$ cat config.mk
export PLATFORM = sky130hd
export DESIGN_NAME = mult_control_flat
export DESIGN_NICKNAME = d
export VERILOG_FILES = /design/src/rtl/mult_pkg.sv /design/src/rtl/mult_control_if.sv /design/src/rtl/mult_step_counter.sv /design/src/rtl/mult_control.sv /design/src/flat_wrapper.sv
export SDC_FILE = /design/constraint.sdc
export NUM_CORES = 1
export LEC_CHECK = 0
export ABC_AREA = 1
export BUFFER_PORTS_ARGS = -buffer_cell sky130_fd_sc_hd__buf_2
export CORE_AREA = 3 3 40 42
export DETAILED_ROUTE_END_ITERATION = 10
export DIE_AREA = 0 0 43 45
export GPL_TIMING_DRIVEN = 0
export HOLD_SLACK_MARGIN = 0.02
export SLEW_MARGIN = 20
export SYNTH_ARGS = -nofsm -noshare
export SYNTH_HDL_FRONTEND = slang
export SYNTH_SLANG_ARGS = --single-unit
$ cat constraint.sdc
create_clock -name Clk -period 1.1 [get_ports Clk]
set_input_delay 0.275 -clock Clk [delete_from_list [all_inputs] [get_ports Clk]]
set_output_delay 0.275 -clock Clk [all_outputs]
set_load 0.05 [all_outputs]
$ cat src/rtl/mult_pkg.sv
// mult_pkg: shared state encoding and default operand width for the multiplier control
package mult_pkg;
  localparam int MULT_WIDTH = 8;
  typedef enum logic [2:0] {IDLE, CLEAR, ADD, SHIFT, HALT} mult_state_t;
endpackage

$ cat src/rtl/mult_control_if.sv
// mult_control_if: button inputs, multiplier LSB and datapath control strobes of the multiplier
interface mult_control_if;
  logic Run;
  logic ClearA_LoadB;
  logic M;
  logic Clr_Ld;
  logic ClearAX;
  logic Add;
  logic Sub;
  logic Shift;
  logic Busy;
  logic Done;
  modport master (
    output Run, ClearA_LoadB, M,
    input  Clr_Ld, ClearAX, Add, Sub, Shift, Busy, Done
  );
  modport slave (
    input  Run, ClearA_LoadB, M,
    output Clr_Ld, ClearAX, Add, Sub, Shift, Busy, Done
  );
endinterface

$ cat src/rtl/mult_step_counter.sv
// mult_step_counter: counts add/shift step pairs and flags the last one
module mult_step_counter
  import mult_pkg::*;
#(
  parameter  int WIDTH = MULT_WIDTH,
  localparam int CW    = WIDTH > 1 ? $clog2(WIDTH) : 1
) (
  input  logic clk,
  input  logic rst_n,
  input  logic clr,
  input  logic inc,
  output logic tc
);
  logic [CW-1:0] cnt_q, cnt_d;
  // clear wins over increment; otherwise the count holds
  always_comb cnt_d = clr ? '0 : inc ? cnt_q + 1'b1 : cnt_q;
  // step count register
  always_ff @(posedge clk or negedge rst_n)
    if (!rst_n) cnt_q <= '0;
    else        cnt_q <= cnt_d;
  assign tc = cnt_q == CW'(WIDTH - 1);
endmodule

$ cat src/rtl/mult_control.sv
// mult_control: sequences clear, add/shift step pairs and a final subtract for the signed multiplier
module mult_control
  import mult_pkg::*;
#(
  parameter int WIDTH = MULT_WIDTH
) (
  input  logic         Clk,
  input  logic         Reset_n,
  mult_control_if.slave bus
);
  mult_state_t state_q, state_d;
  logic tc;
  logic clr_ld, clear_ax, add, sub, shift, done;
  mult_step_counter #(.WIDTH(WIDTH)) u_cnt (
    .clk   (Clk),
    .rst_n (Reset_n),
    .clr   (state_q == CLEAR),
    .inc   (state_q == SHIFT && !tc),
    .tc    (tc)
  );
  // state register
  always_ff @(posedge Clk or negedge Reset_n)
    if (!Reset_n) state_q <= IDLE;
    else          state_q <= state_d;
  // next state and datapath strobes; the last step pair subtracts for the sign bit weight
  always_comb begin
    state_d  = IDLE;
    clr_ld   = 1'b0;
    clear_ax = 1'b0;
    add      = 1'b0;
    sub      = 1'b0;
    shift    = 1'b0;
    done     = 1'b0;
    case (state_q)
      IDLE: begin
        clr_ld  = bus.ClearA_LoadB;
        state_d = (!bus.ClearA_LoadB && bus.Run) ? CLEAR : IDLE;
      end
      CLEAR: begin
        clear_ax = 1'b1;
        state_d  = ADD;
      end
      ADD: begin
        add     = bus.M && !tc;
        sub     = bus.M && tc;
        state_d = SHIFT;
      end
      SHIFT: begin
        shift   = 1'b1;
        state_d = tc ? HALT : ADD;
      end
      HALT: begin
        done    = 1'b1;
        state_d = bus.Run ? HALT : IDLE;
      end
      default: state_d = IDLE;
    endcase
  end
  assign bus.Clr_Ld  = Reset_n && clr_ld;
  assign bus.ClearAX = Reset_n && clear_ax;
  assign bus.Add     = Reset_n && add;
  assign bus.Sub     = Reset_n && sub;
  assign bus.Shift   = Reset_n && shift;
  assign bus.Busy    = Reset_n && (state_q == CLEAR || state_q == ADD || state_q == SHIFT);
  assign bus.Done    = Reset_n && done;
endmodule

$ cat src/flat_wrapper.sv
// flat-port wrapper written by rule: the top's interface ports become plain ports
module mult_control_flat import mult_pkg::*;
#(
  parameter int WIDTH = MULT_WIDTH
)
  (Clk, Reset_n, bus_Run, bus_ClearA_LoadB, bus_M, bus_Clr_Ld, bus_ClearAX, bus_Add, bus_Sub, bus_Shift, bus_Busy, bus_Done);
  mult_control_if bus_i ();
  input  logic Clk;
  input  logic Reset_n;
  input wire logic [$bits(bus_i.Run)-1:0] bus_Run;
  input wire logic [$bits(bus_i.ClearA_LoadB)-1:0] bus_ClearA_LoadB;
  input wire logic [$bits(bus_i.M)-1:0] bus_M;
  output wire logic [$bits(bus_i.Clr_Ld)-1:0] bus_Clr_Ld;
  output wire logic [$bits(bus_i.ClearAX)-1:0] bus_ClearAX;
  output wire logic [$bits(bus_i.Add)-1:0] bus_Add;
  output wire logic [$bits(bus_i.Sub)-1:0] bus_Sub;
  output wire logic [$bits(bus_i.Shift)-1:0] bus_Shift;
  output wire logic [$bits(bus_i.Busy)-1:0] bus_Busy;
  output wire logic [$bits(bus_i.Done)-1:0] bus_Done;
  assign bus_i.Run = bus_Run;
  assign bus_i.ClearA_LoadB = bus_ClearA_LoadB;
  assign bus_i.M = bus_M;
  assign bus_Clr_Ld = bus_i.Clr_Ld;
  assign bus_ClearAX = bus_i.ClearAX;
  assign bus_Add = bus_i.Add;
  assign bus_Sub = bus_i.Sub;
  assign bus_Shift = bus_i.Shift;
  assign bus_Busy = bus_i.Busy;
  assign bus_Done = bus_i.Done;
  mult_control #(.WIDTH(WIDTH)) u_core (.Clk(Clk), .Reset_n(Reset_n), .bus(bus_i));
endmodule
==> impl_metrics.yaml <==
status:
  status: "finished, violations left"
  failed_checks: "setup timing"
die:
  die_width_um: 43
  die_y_um: 45
  core_sq_um: 1285
  die-area_sq_um: 1935
  rows: 13
  initial_core_util: 0.2863
  ios: 12
clock_tree:
  numCtsBuffers: 3
  clk_pin_slew_worst_paths_ns: 0.05
  cts_tree: "built"
  cts-root-buf: "clkbuf_4"
  cts.sinks: 6
  cts_max_level: 1
  cts_buffer_depth: 2
  clk_latency_ns: 0.24
global_routing:
  grt_use_met1: 0.1535
  grt_max_degree: 7
  grt_pass1_wl_um: 2021
  use_met2: 0.2874
  grt_use_total: 0.1479
  antenna_found_initial: 0
  grt_overflow_total: 0
  grt_pass1_vias: 438
  grtUsageMet3: 0.05976
  busiest_layer: "met2"
power_and_ir_drop:
  power_density_nw_per_um2: 2180
  combPwrFrac: 0.632
  max-vdd-ir-drop_mv: 0.9268
  switching_power_mw: 0.7908
  seqPwrFrac: 0.244
  internal_power_mw: 0.9246
  clock_power_share: 0.124
  power_mw: 1.715
  p_sw_frac: 0.4610
  p_leak_nw: 0.3799
layout:
  fillers: 106
  antennaDiodeCount: 0
  area_growth_syn_to_layout_pct: 113.9
  nets: 85
  layout-drive-gt1-share: 0.6800
sta:
  hold_viol: 0
  finalSetupViolations: 11
  setup_ws_ns: -0.4843
  clock_skew_ns: 0.0006773
  rsz0062_at_grt: "true"
  fin_crit_sh: 1.440
  drv_slew: 0
  maxClockFrequency_mhz: 631.2
  relSlewSlack: 0.7117
  fin_crit_ns: 1.584
  tightest_slew_ns: 0.4320
synth:
  ys_warn_count: 0
  synthCells: 47
  synth_cell_types: 14
  syn-num-nets: 55
  synth-edff-count: 0
  ys_seq_area_frac: 0.4082
  ys_seq_elements: 6
  ys.flop_type: "dfrtp_1"
  async_flop_share: 1.000
  mappedNetlistArea_sq_um: 367.9
  synth_area_per_cell_sq_um: 7.827
drt:
  drc_errors: 0
  antenna_left: 0
  via_per_inst: 4.756
  drt-wirelength-per-cell_um: 13.18
  drtPass1Iterations: 4
  drt-initial-drc-count: 8
  wirelength_um: 1186
  routed-via-count: 428
worst_setup_path:
  cp-end-kind: "output port"
  cp.arrival_ns: 1.31
  critical_path.startpoint_type: "flop"
  crit_fanout: 3
  crit_type: "flop to output port"
  worst-endpoint-required_ns: 0.82
hold_path:
  hold_path.class: "input port to flop"
place:
  dp_hpwl_um: 642.4
  place.gp.congestion: 0.7531
  portBuffers: 11
  post-place-ws_ns: -0.3754
job:
  drv_cap: 0
[registers in the layout (all words and copies together) (netlist names)]
signal              count
u_core.state_q          3
u_core.u_cnt.cnt_q      3
[cells by family (layout without fill, tap and decap cells)]
family / after synthesis / after routing / share of synthesized area
simple gates: 32 / 32 / 0.4252
compound gates: 1 / 1 / 0.01359
flops: 6 / 6 / 0.4082
buf+inv: 5 / 33 / 0.05100
fa+ha+maj: 3 / 3 / 0.1021
[cells in the mapped netlist (2+ instances only)]
library cell / n / area share
nand2_1: 16 / 0.16
nor2_1: 2 / 0.020
ha_1: 3 / 0.10
nor3_1: 5 / 0.068
nand3_1: 4 / 0.054
inv_1: 4 / 0.041
dfrtp_1: 6 / 0.41
[area by class of cell]
cell class / instances / area [sq um] / share of cell area
multi-input cells: 36 / 341.6 / 0.4340
repair buffers: 25 / 229.0 / 0.2909
flip-flops and latches: 6 / 153.9 / 0.1955
clock buffers: 3 / 22.52 / 0.02862
inverters: 5 / 21.27 / 0.02703
well taps: 15 / 18.77 / 0.02385
[cells in the final DEF, fill, tap and decap left out, types with 2 or more instances in the layout]
master	netlist	final
nor3_4	0	6
nand2_4	0	2
buf_2	0	4
nor2_4	1	3
buf_4	0	7
nand2_1	16	12
ha_4	0	3
dfrtp_1	6	3
buf_6	0	13
inv_1	4	3
nand3_1	4	4
clkbuf_4	0	3
nand2_2	1	3
dfrtp_2	0	3
[path summary, 6_finish.rpt]
path / end / slack, ns / from / cells after the start
max in group asynchronous: u_core.state_q[0] / 0.39 / Reset_n / 2
max: bus_Add / -0.48 / u_core.u_cnt.cnt_q[0] / 4
max reg2reg: u_core.u_cnt.cnt_q[1] / -0.16 / u_core.u_cnt.cnt_q[0] / 7
min in group asynchronous: u_core.u_cnt.cnt_q[2] / 0.47 / Reset_n / 2
min reg2reg: u_core.u_cnt.cnt_q[1] / 0.55 / u_core.u_cnt.cnt_q[1] / 2
min: u_core.state_q[2] / 0.29 / bus_Run / 3
[through the flow]
step / cells / setup TNS [ns] / hold WS [ns] / util / cell area, sq um
after floorplan: 47 / -1.868 / -0.02059 / - / 476.7
after global placement: 73 / -2.567 / 0.1240 / 0.4284 / 550.5
after detailed placement: 73 / -2.618 / 0.1229 / 0.4284 / 550.5
after CTS: 87 / -3.104 / 0.2781 / 0.5764 / 740.7
after global routing: 90 / -4.265 / 0.3192 / 0.6125 / 787.0
final: 90 / -3.592 / 0.2911 / 0.6125 / 787.0
[power groups by stage]
stage	clock network (mW)	registers (mW)	logic, mW
after global placement	0	0.437	0.627
after CTS	0.221	0.414	0.980
after floorplan	0	0.420	0.530
final	0.213	0.418	1.08
after global routing	0.235	0.430	1.17
after detailed placement	0	0.437	0.646
[timing repair]
| item | CTS | global route |
|---|---|---|
| endpoints found under the setup margin | 10 | 12 |
| gates resized for setup | 25 | 6 |
| hold buffers | 1 | 0 |
| buffers inserted | 10 | 4 |
| endpoints found under the hold margin | 6 | 0 |
| pin swaps | 8 | 10 |
[per-layer routing]
metal  up-vias  part of all wire
met2        13              0.60
met3         0             0.045
met5         -                 0
li1        209                 -
met1       206              0.35
met4         0                 0
[critical path, stage by stage (launching register included)]
cell and delay (ns):
dfrtp_1 0.41, ha_4 0.20, ha_4 0.16, nor3_4 0.11, buf_6 0.18
Power figures use the tool's default switching activity.
